===== config.mk =====
export PLATFORM = sky130hd
export DESIGN_NAME = cipher_job_sequencer
export DESIGN_NICKNAME = d
export VERILOG_FILES = /design/src/rtl/cipher_job_sequencer.sv
export SDC_FILE = /design/constraint.sdc
export NUM_CORES = 1
export LEC_CHECK = 0
export ABC_AREA = 1
export ABC_CLOCK_PERIOD_IN_PS = 2100
export CAP_MARGIN = 20
export CORE_MARGIN = 2
export CORE_UTILIZATION = 47
export CTS_BUF_LIST = sky130_fd_sc_hd__clkbuf_4 sky130_fd_sc_hd__clkbuf_8
export CTS_CLUSTER_SIZE = 40
export DETAILED_ROUTE_END_ITERATION = 10
export GPL_TIMING_DRIVEN = 0
export PLACE_DENSITY = 0.83
export SYNTH_ARGS = -nofsm -noshare
export SYNTH_HDL_FRONTEND = slang
export SYNTH_SLANG_ARGS = --single-unit

===== constraint.sdc =====
create_clock -name clk -period 2.1 [get_ports clk]
set_clock_uncertainty 0.2 [all_clocks]
set_input_delay 0.21 -clock clk [delete_from_list [all_inputs] [get_ports clk]]
set_output_delay 0.21 -clock clk [all_outputs]
set_load 0.005 [all_outputs]

===== src/rtl/cipher_job_sequencer.sv =====
// Job controller: debounces the mode switches, latches a one-hot mode, then
// walks the CPU through reset, run and completion, with a run watchdog.
module cipher_job_sequencer #(
    parameter int unsigned DEB_CYCLES     = 16,
    parameter int unsigned RST_CYCLES     = 2,
    parameter logic [31:0] DONE_ADDR      = 32'h0000_0400,
    parameter int unsigned TIMEOUT_CYCLES = 4096
) (
    input  logic        clk,
    input  logic        reset,
    input  logic [6:0]  sw,
    input  logic        wboolean,
    input  logic [31:0] address,
    input  logic [31:0] wdata,
    output logic        cpu_reset,
    output logic [6:0]  mode,
    output logic        busy,
    output logic        done,
    output logic        refresh,
    output logic        error,
    output logic        invalid
);

    localparam int unsigned CntW  = $clog2(DEB_CYCLES);
    localparam int unsigned RcntW = $clog2(RST_CYCLES + 1);
    localparam int unsigned WdogW = $clog2(TIMEOUT_CYCLES + 1);

    localparam logic [CntW-1:0]  CntMax  = CntW'(DEB_CYCLES - 1);
    localparam logic [RcntW-1:0] RcntMax = RcntW'(RST_CYCLES - 1);
    localparam logic [WdogW-1:0] WdogMax = WdogW'(TIMEOUT_CYCLES - 1);

    typedef enum logic [2:0] {
        StIdle,
        StRst,
        StRun,
        StRefresh,
        StFault
    } state_e;

    logic [6:0]       sw_q;
    logic [6:0]       sw_stable_q;
    logic [CntW-1:0]  cnt_q;

    state_e           state_q, state_d;
    logic [6:0]       mode_q, mode_d;
    logic             done_q, done_d;
    logic [RcntW-1:0] rcnt_q, rcnt_d;
    logic [WdogW-1:0] wdog_q, wdog_d;
    logic             cpu_reset_q, cpu_reset_d;
    logic             refresh_q, refresh_d;
    logic             error_q, error_d;

    logic             multi_bit;
    logic             sw_onehot;
    logic             completion;

    // Switch debounce: accept sw_q once it has held for DEB_CYCLES samples.
    always_ff @(posedge clk) begin
        if (reset) begin
            sw_q        <= '0;
            cnt_q       <= '0;
            sw_stable_q <= '0;
        end else begin
            sw_q <= sw;
            if (sw != sw_q) begin
                cnt_q <= '0;
            end else if (cnt_q != CntMax) begin
                cnt_q <= cnt_q + 1'b1;
            end
            if ((sw == sw_q) && (cnt_q == CntMax)) begin
                sw_stable_q <= sw_q;
            end
        end
    end

    // Clearing the lowest set bit leaves something only if two or more bits were set.
    assign multi_bit  = |(sw_stable_q & (sw_stable_q - 7'd1));
    assign sw_onehot  = (sw_stable_q != 7'd0) && !multi_bit;
    assign completion = wboolean && (address == DONE_ADDR) && wdata[0];

    // Job FSM state and registered outputs.
    always_ff @(posedge clk) begin
        if (reset) begin
            state_q     <= StIdle;
            mode_q      <= '0;
            done_q      <= 1'b0;
            rcnt_q      <= '0;
            wdog_q      <= '0;
            cpu_reset_q <= 1'b1;
            refresh_q   <= 1'b0;
            error_q     <= 1'b0;
        end else begin
            state_q     <= state_d;
            mode_q      <= mode_d;
            done_q      <= done_d;
            rcnt_q      <= rcnt_d;
            wdog_q      <= wdog_d;
            cpu_reset_q <= cpu_reset_d;
            refresh_q   <= refresh_d;
            error_q     <= error_d;
        end
    end

    // Next-state logic; output registers follow the state being entered.
    always_comb begin
        state_d     = state_q;
        mode_d      = mode_q;
        done_d      = done_q;
        rcnt_d      = rcnt_q;
        wdog_d      = wdog_q;
        cpu_reset_d = 1'b1;
        refresh_d   = 1'b0;
        error_d     = 1'b0;

        unique case (state_q)
            StIdle: begin
                if (sw_onehot && (sw_stable_q != mode_q)) begin
                    mode_d  = sw_stable_q;
                    done_d  = 1'b0;
                    rcnt_d  = '0;
                    state_d = StRst;
                end
            end
            StRst: begin
                if (rcnt_q == RcntMax) begin
                    wdog_d  = '0;
                    state_d = StRun;
                end else begin
                    rcnt_d = rcnt_q + 1'b1;
                end
            end
            StRun: begin
                // Completion is checked first so it wins over a same-cycle timeout.
                if (completion) begin
                    done_d  = 1'b1;
                    state_d = StRefresh;
                end else if (wdog_q == WdogMax) begin
                    state_d = StFault;
                end else begin
                    wdog_d = wdog_q + 1'b1;
                end
            end
            StRefresh: begin
                state_d = StIdle;
            end
            StFault: begin
                // Clearing mode lets the same selection start a fresh job.
                if (sw_stable_q == 7'd0) begin
                    mode_d  = '0;
                    state_d = StIdle;
                end
            end
            default: begin
                state_d = StIdle;
            end
        endcase

        cpu_reset_d = (state_d != StRun);
        refresh_d   = (state_d == StRefresh);
        error_d     = (state_d == StFault);
    end

    assign cpu_reset = cpu_reset_q;
    assign mode      = mode_q;
    assign done      = done_q;
    assign refresh   = refresh_q;
    assign error     = error_q;
    assign busy      = (state_q == StRst) || (state_q == StRun);
    assign invalid   = multi_bit;

endmodule


==> results of run 1 <==
## sequential cells by signal, indices dropped and copies added (netlist names), 2 cells and up
| signal | flops |
|---|---|
| wdog_q | 13 |
| mode | 7 |
| sw_q | 7 |
| sw_stable_q | 7 |
| cnt_q | 4 |
| state_q | 3 |
| rcnt_q | 2 |
## worst min-delay path by stage
| stage | endpoint | slack [ps] | cells after the start |
|---|---|---|---|
| detailed placement | wdog_q[2] | 290 | 2 |
| global route | sw_q[0] | 270 | 3 |
| CTS | sw_q[1] | 250 | 3 |
| floorplan | sw_q[4] | 120 | 2 |
| global placement | cnt_q[1] | 280 | 2 |
| finish | sw_q[1] | 260 | 3 |
## Yosys cell counts
cell       n
inv_2      1
clkinv_1   1
nand4_1   26
nand3_1   26
xor2_1     8
nor2_2     4
o21ai_0   10
ha_1       3
a21oi_2    2
or2_0      1
nand4_2    1
buf_2      3
or2_2      4
nor3_2     1
nand3_2    3
and2_1     1
nor3_1     3
nand2_2    2
nor2_4     4
buf_6      2
inv_1     50
nor2_1    80
clkbuf_1   6
xnor2_1    2
nand2_1   85
a21oi_1   25
dfxtp_1   47
o21ai_1    1
## routing by layer
metal / GRT usage / vias to the layer above
met2: 0.3624 / 125
met1: 0.2636 / 1216
met3: 0.04713 / 14
met4: 0.09825 / 0
met5: 0 / -
li1: - / 1415
## tightest hold or removal path: stages
cell	delay, ps
clkdlybuf4s50_1	390
inv_1	80
nor2_1	40
## metrics by stage
step,std cells,utilization
after floorplan,402,-
after global placement,529,0.5993
after detailed placement,529,0.5993
after CTS,539,0.6264
after global routing,541,0.6354
final,541,0.6354
## final cells by class
type / instances / area share
Multi-Input combinational cell: 292 / 0.4247
Buffer: 11 / 0.02172
Clock inverter: 2 / 0.004707
Tap cell: 72 / 0.02607
Timing Repair Buffer: 59 / 0.1676
Inverter: 52 / 0.05648
Sequential cell: 47 / 0.2748
Clock buffer: 6 / 0.02390
## timing repair
item                                    4_1_cts  5_1_grt
gates resized for setup                      13       12
hold buffers                                  0        0
setup buffers                                 2        2
endpoints found under the setup margin        2       15
pin swaps                                     2        1
## cell families (layout without fill, tap and decap cells)
| group | count (synthesis) | in the layout |
|---|---|---|
| adder cells (fa/ha/maj) | 3 | 3 |
| buffers and inverters | 63 | 130 |
| XOR/XNOR | 10 | 10 |
| AO/OA/AOI/OAI | 38 | 38 |
| AND/OR/NAND/NOR | 241 | 241 |
| flip-flops | 47 | 47 |
## power groups by stage
| stage | Sequential, mW | Clock (mW) | Combinational (mW) |
|---|---|---|---|
| finish | 0.901 | 0.584 | 0.129 |
| global route | 0.902 | 0.625 | 0.142 |
| CTS | 0.901 | 0.593 | 0.129 |
| detailed placement | 0.924 | 0 | 0.129 |
| global placement | 0.923 | 0 | 0.126 |
| floorplan | 0.922 | 0 | 0.0398 |
==> impl_metrics.py, run 1 <==
metrics = {
    "status": {
        "outcome": "finished, final reports clean",
    },
    "place": {
        "dpl_worst_slack_ps": -140.1,
        "io_buffers": 55,
        "postPlaceCellArea_sq_um": 3259,
        "routabilityCongestion": 0.8452,
        "post-dp-hpwl_mm": 4.823,
    },
    "detailed_routing": {
        "wl_met3_microns": 664,
        "route.met2.wl_mm": 3.079,
        "ant_nets": 0,
        "wirelength_mm": 6.722,
        "wl_met1_mm": 2.833,
        "drc": 0,
        "via_per_inst": 5.120,
        "drtIter0Drc": 258,
        "via_count": 2770,
        "dr.max_layer_used": "met4",
        "dr.pass1.iters": 4,
        "avgRoutedWirePerCell_microns": 12.43,
    },
    "logic_synthesis": {
        "synth_top_area_share": 0.3593,
        "yosysTopAreaCell": "dfxtp_1",
        "synth_xor_area_frac": 0.03344,
        "yosysSeqAreaShare": 0.3593,
        "synth_cells": 402,
        "synthMuxAreaShare": 0,
        "synth_nets": 479,
        "syn_avg_cell_area_sq_um": 6.514,
        "synthSimpleGateAreaFrac": 0.4200,
        "synthAdderAreaFrac": 0.01433,
        "ys_ff_latch": 47,
        "ys.warnings.count": 0,
        "synth_compound_area_frac": 0.07549,
        "synth_top_family_by_area": "simple AND/OR/NAND/NOR gates",
        "synth_area_leaders": "dfxtp_1 36%, nand2_1 12%, nor2_1 11%",
        "synthesis.area_sq_um": 2619,
        "yosysUniqueCellTypes": 28,
    },
    "sta": {
        "setup_ws_ps": 69.74,
        "tightest_slew_ps": 531.3,
        "timing.setup.tns_ps": 0,
        "slew_headroom": 0.6458,
        "fin_crit_ps": 2030,
        "max_freq_mhz": 492.5,
        "drv_slew": 0,
        "hold_ws_ps": 257.2,
        "finalSetupViolations": 0,
        "period_share": 0.9668,
        "hold_viol": 0,
    },
    "final_layout": {
        "final_common_cell": "nand2_1",
        "fillerInstances": 467,
        "multi_input_area_sq_um": 1468,
        "final_area_sq_um": 3456,
        "num-nets-final": 545,
        "syn2layout_area_growth_pct": 31.96,
        "final_cell_mix": "83 x nand2_1, 80 x nor2_1, 54 x clkdlybuf4s50_1, 49 x inv_1, 42 x dfxtp_1",
        "ff_latch_area_sq_um": 949.7,
        "drive_gt1_frac": 0.1109,
        "diodes": 0,
    },
    "floorplanning": {
        "initial_utilization": 0.4815,
        "dieHeight_microns": 78.65,
        "core_area_sq_um": 5439,
        "die_area_sq_um": 6185,
        "row_count": 27,
        "die_x_microns": 78.65,
        "io_pins": 87,
    },
    "setup_path": {
        "end_kind": "output port",
        "cpMaxStageDelayCell": "clkdlybuf4s50_1",
        "r2r_cells": 12,
        "path_delay_family": "buffers and inverters",
        "crit_arrival_ps": 1620,
        "cp_num_buf_inv": 2,
        "start_kind": "register",
        "worstPathMaxFanout": 5,
        "cp.required_ps": 1690,
        "crit_chain": "nor3_2 > inv_2 > nand2_1 > clkdlybuf4s50_1",
        "criticalPathCategory": "reg2out",
        "r2r_start": "wdog_q[0]",
        "r2r_end": "wdog_q[4]",
        "r2r_slack_ps": 140,
        "cp.depth": 4,
        "crit_start": "state_q[1]",
        "slowest_delay_ps": 510,
        "crit_end": "busy",
    },
    "power_and_ir_drop": {
        "p_int_mw": 1.251,
        "combPwrFrac": 0.080,
        "irDropWorstVdd_uv": 503.5,
        "seq_power_share": 0.558,
        "p_switching_mw": 0.3631,
        "p_sw_frac": 0.2250,
        "power_leakage_nw": 1.403,
        "power_frac_clock": 0.362,
        "power_density_nw_per_um2": 467.1,
        "fin_total_pwr_mw": 1.614,
    },
    "global_routing": {
        "grt_pass1_wl_mm": 10.84,
        "grt-ovfl-total": 0,
        "track_usage": 0.2160,
        "grt_pass1_vias": 2529,
        "grt_max_degree": 16,
        "antenna_found_initial": 0,
    },
    "clocking": {
        "cts_root_buffer": "clkbuf_8",
        "clk_latency_ps": 300,
        "cts_buffer_depth": 2,
        "h-tree-depth": 2,
        "clkSinkCount": 47,
        "cts_tree": "done",
        "numCtsBuffers": 5,
        "cts.clk_slew.worst_paths_ps": 90,
    },
    "hold_path": {
        "worstHoldStart": "sw[1]",
        "hold_path_class": "in2reg",
    },
    "job": {
        "maxCapViolations": 0,
    },
}
Note: power is estimated with default switching activity, not from simulation.
==> run 2: changes to the inputs <==
Settings changed: ABC_AREA 1 to not set, CORE_UTILIZATION 47 to 46, PLACE_DENSITY 0.83 to 0.84.
==> impl_metrics.py, run 2 <==
metrics = {
    "status": {
        "outcome": "finished, final reports clean",
    },
    "floorplanning": {
        "dieHeight_microns": 75.03,
        "die_x_microns": 75.03,
        "initial_utilization": 0.4850,
        "io_pins": 87,
        "die_area_sq_um": 5630,
        "core_area_sq_um": 4786,
        "row_count": 25,
    },
    "global_routing": {
        "antenna_found_initial": 0,
        "grt_pass1_wl_mm": 9.128,
        "grt_pass1_vias": 2082,
        "grt-ovfl-total": 0,
        "track_usage": 0.2126,
        "grt_max_degree": 16,
    },
    "detailed_routing": {
        "via_count": 2245,
        "drc": 0,
        "wirelength_mm": 5.960,
        "drtIter0Drc": 195,
        "route.met2.wl_mm": 3.004,
        "via_per_inst": 5.571,
        "dr.max_layer_used": "met4",
        "avgRoutedWirePerCell_microns": 14.79,
        "wl_met3_microns": 300,
        "wl_met1_mm": 2.525,
        "dr.pass1.iters": 4,
        "ant_nets": 0,
    },
    "final_layout": {
        "drive_gt1_frac": 0.1577,
        "num-nets-final": 412,
        "utilization": 0.6792,
        "diodes": 0,
        "fin_cells": 403,
        "final_common_cell": "clkdlybuf4s50_1",
        "syn2layout_area_growth_pct": 40.05,
        "final_cell_mix": "53 x clkdlybuf4s50_1, 37 x dfxtp_1, 35 x nor2_1, 18 x nand2_1, 17 x xnor2_1",
        "largest_reg_flops": 13,
        "largest_register": "wdog_q",
        "final_area_sq_um": 3251,
    },
    "logic_synthesis": {
        "ys.warnings.count": 0,
        "synth_area_leaders": "dfxtp_1 41%, xnor2_1 6.4%, nor2_1 5.8%",
        "synth_cells": 268,
        "synth_top_area_share": 0.4054,
        "synth_edf_count": 0,
        "synth_flop_cell": "dfxtp_1",
        "ys_ff_latch": 47,
        "synthArstFlopShare": 0,
        "synthesis.area_sq_um": 2321,
        "yosysTopAreaCell": "dfxtp_1",
        "yosysSeqAreaShare": 0.4054,
        "synthTopCellsByCount": "47 x dfxtp_1, 36 x nor2_1, 18 x nand2_1",
        "synth_nets": 345,
        "yosysUniqueCellTypes": 46,
        "syn_avg_cell_area_sq_um": 8.660,
        "synth_most_common_cell": "dfxtp_1",
    },
    "sta": {
        "setup_ws_ps": 15.00,
        "slew_headroom": 0.6087,
        "tightest_slew_ps": 585.7,
        "hold_viol": 0,
        "max_freq_mhz": 479.6,
        "timing.setup.tns_ps": 0,
        "drv_slew": 0,
        "rsz0062_at_grt": "yes",
        "period_share": 0.9929,
        "fin_crit_ps": 2085,
        "finalSetupViolations": 0,
    },
    "place": {
        "io_buffers": 54,
        "postPlaceCellArea_sq_um": 2945,
        "post-dp-hpwl_mm": 4.077,
        "dpl_worst_slack_ps": -381.0,
        "placed_cells": 389,
        "routabilityCongestion": 0.8368,
    },
    "setup_path": {
        "cp.required_ps": 2160,
        "slowest_delay_ps": 480,
        "crit_chain": "inv_2 > ha_4 > and3_4 > nor4_4 > buf_4 > or2_4 > or4_1 > nand2_1",
        "start_kind": "register",
        "cp_num_buf_inv": 2,
        "criticalPathCategory": "reg2reg",
        "path_delay_family": "simple AND/OR/NAND/NOR gates",
        "cpMaxStageDelayCell": "or4_1",
        "end_kind": "register",
        "worstPathMaxFanout": 10,
        "crit_arrival_ps": 2140,
    },
    "clocking": {
        "cts_buffer_depth": 2,
        "cts_root_buffer": "clkbuf_8",
        "cts_tree": "done",
        "numCtsBuffers": 5,
        "h-tree-depth": 2,
        "clkSinkCount": 47,
        "cts.clk_slew.worst_paths_ps": 90,
        "clk_latency_ps": 310,
        "hold_buffers": 0,
    },
    "power_and_ir_drop": {
        "power_density_nw_per_um2": 562.6,
        "irDropWorstVdd_uv": 432.7,
        "power_leakage_nw": 1.140,
    },
    "hold_path": {
        "hold_path_class": "reg2reg",
    },
    "job": {
        "maxCapViolations": 0,
    },
}
[run 2: cell count changes in the layout (fill, tap and decap cells not counted), sizes merged, moves of 4 or more]
cell and delta:
nor4b +5, nor4 +14, and2 +4, nand4 -19
nand3 -15, xnor2 +15, nor2 -49, nor2b +8
nor3 +6, inv -47, nand2 -69, a21oi -20
mux2i +10
[run 2: cell type report]
cell class              count  area (sq um)
fillers                   375          1535
multi-input cells         208          1393
flip-flops and latches     47         965.9
repair buffers             60         600.6
well taps                  67         83.83
clock buffers               5         68.82
clock inverters             3         67.56
plain buffers               9         56.30
inverters                   4         15.01
[run 2: worst paths after layout]
check	startpoint	end	slack, ps	cells past startpoint
max	rcnt_q[1]	wdog_q[11]	10	8
min	wdog_q[12]	wdog_q[12]	250	1
max reg2reg	rcnt_q[1]	wdog_q[11]	10	8
min reg2reg	wdog_q[12]	wdog_q[12]	250	1
[run 2: per-layer routing]
layer  track usage  up-vias
li1              -     1095
met1        0.2650     1047
met2        0.3587       87
met3       0.05087       16
met4       0.07540        0
met5             0        -
[run 2: worst reg2reg max path: stages, from the launching register on]
cell and delay, ps:
dfxtp_1 330, inv_2 80, ha_4 150, and3_4 230
nor4_4 40, buf_4 170, or2_4 270, or4_1 480
nand2_1 80
[run 2: per-stage QoR]
stage	hold slack, ps	total power, mW
3_3_place_gp	236.0	1.055
4_1_cts	251.4	1.834
5_1_grt	276.1	1.896
3_5_place_dp	239.3	1.059
2_1_floorplan	138.2	0.9611
6_report	251.8	1.829
[run 2: logic make-up (layout without fill, tap and decap cells)]
| kind of cell | count (synthesis) | after routing | synth area share |
|---|---|---|---|
| and+or+nand+nor | 140 | 140 | 0.3310 |
| DFF | 47 | 47 | 0.4054 |
| buffers and inverters | 13 | 81 | 0.02965 |
| muxes | 10 | 10 | 0.04313 |
| AOI/OAI and AO/OA | 30 | 30 | 0.08032 |
| xor gates and xnor gates | 25 | 25 | 0.09434 |
| adders and majority gates | 3 | 3 | 0.01617 |
[run 2: power breakdown]
group	total, mW	internal [mW]	switching [mW]
clock network	0.793	0.475	0.318
registers	0.897	0.891	0.00578
logic	0.139	0.0886	0.0502
[run 2: what timing repair did]
| action | in CTS | in global routing |
|---|---|---|
| setup endpoints to repair | 8 | 25 |
| pin swaps | 3 | 5 |
| setup buffers | 2 | 4 |
| resized for setup | 10 | 25 |
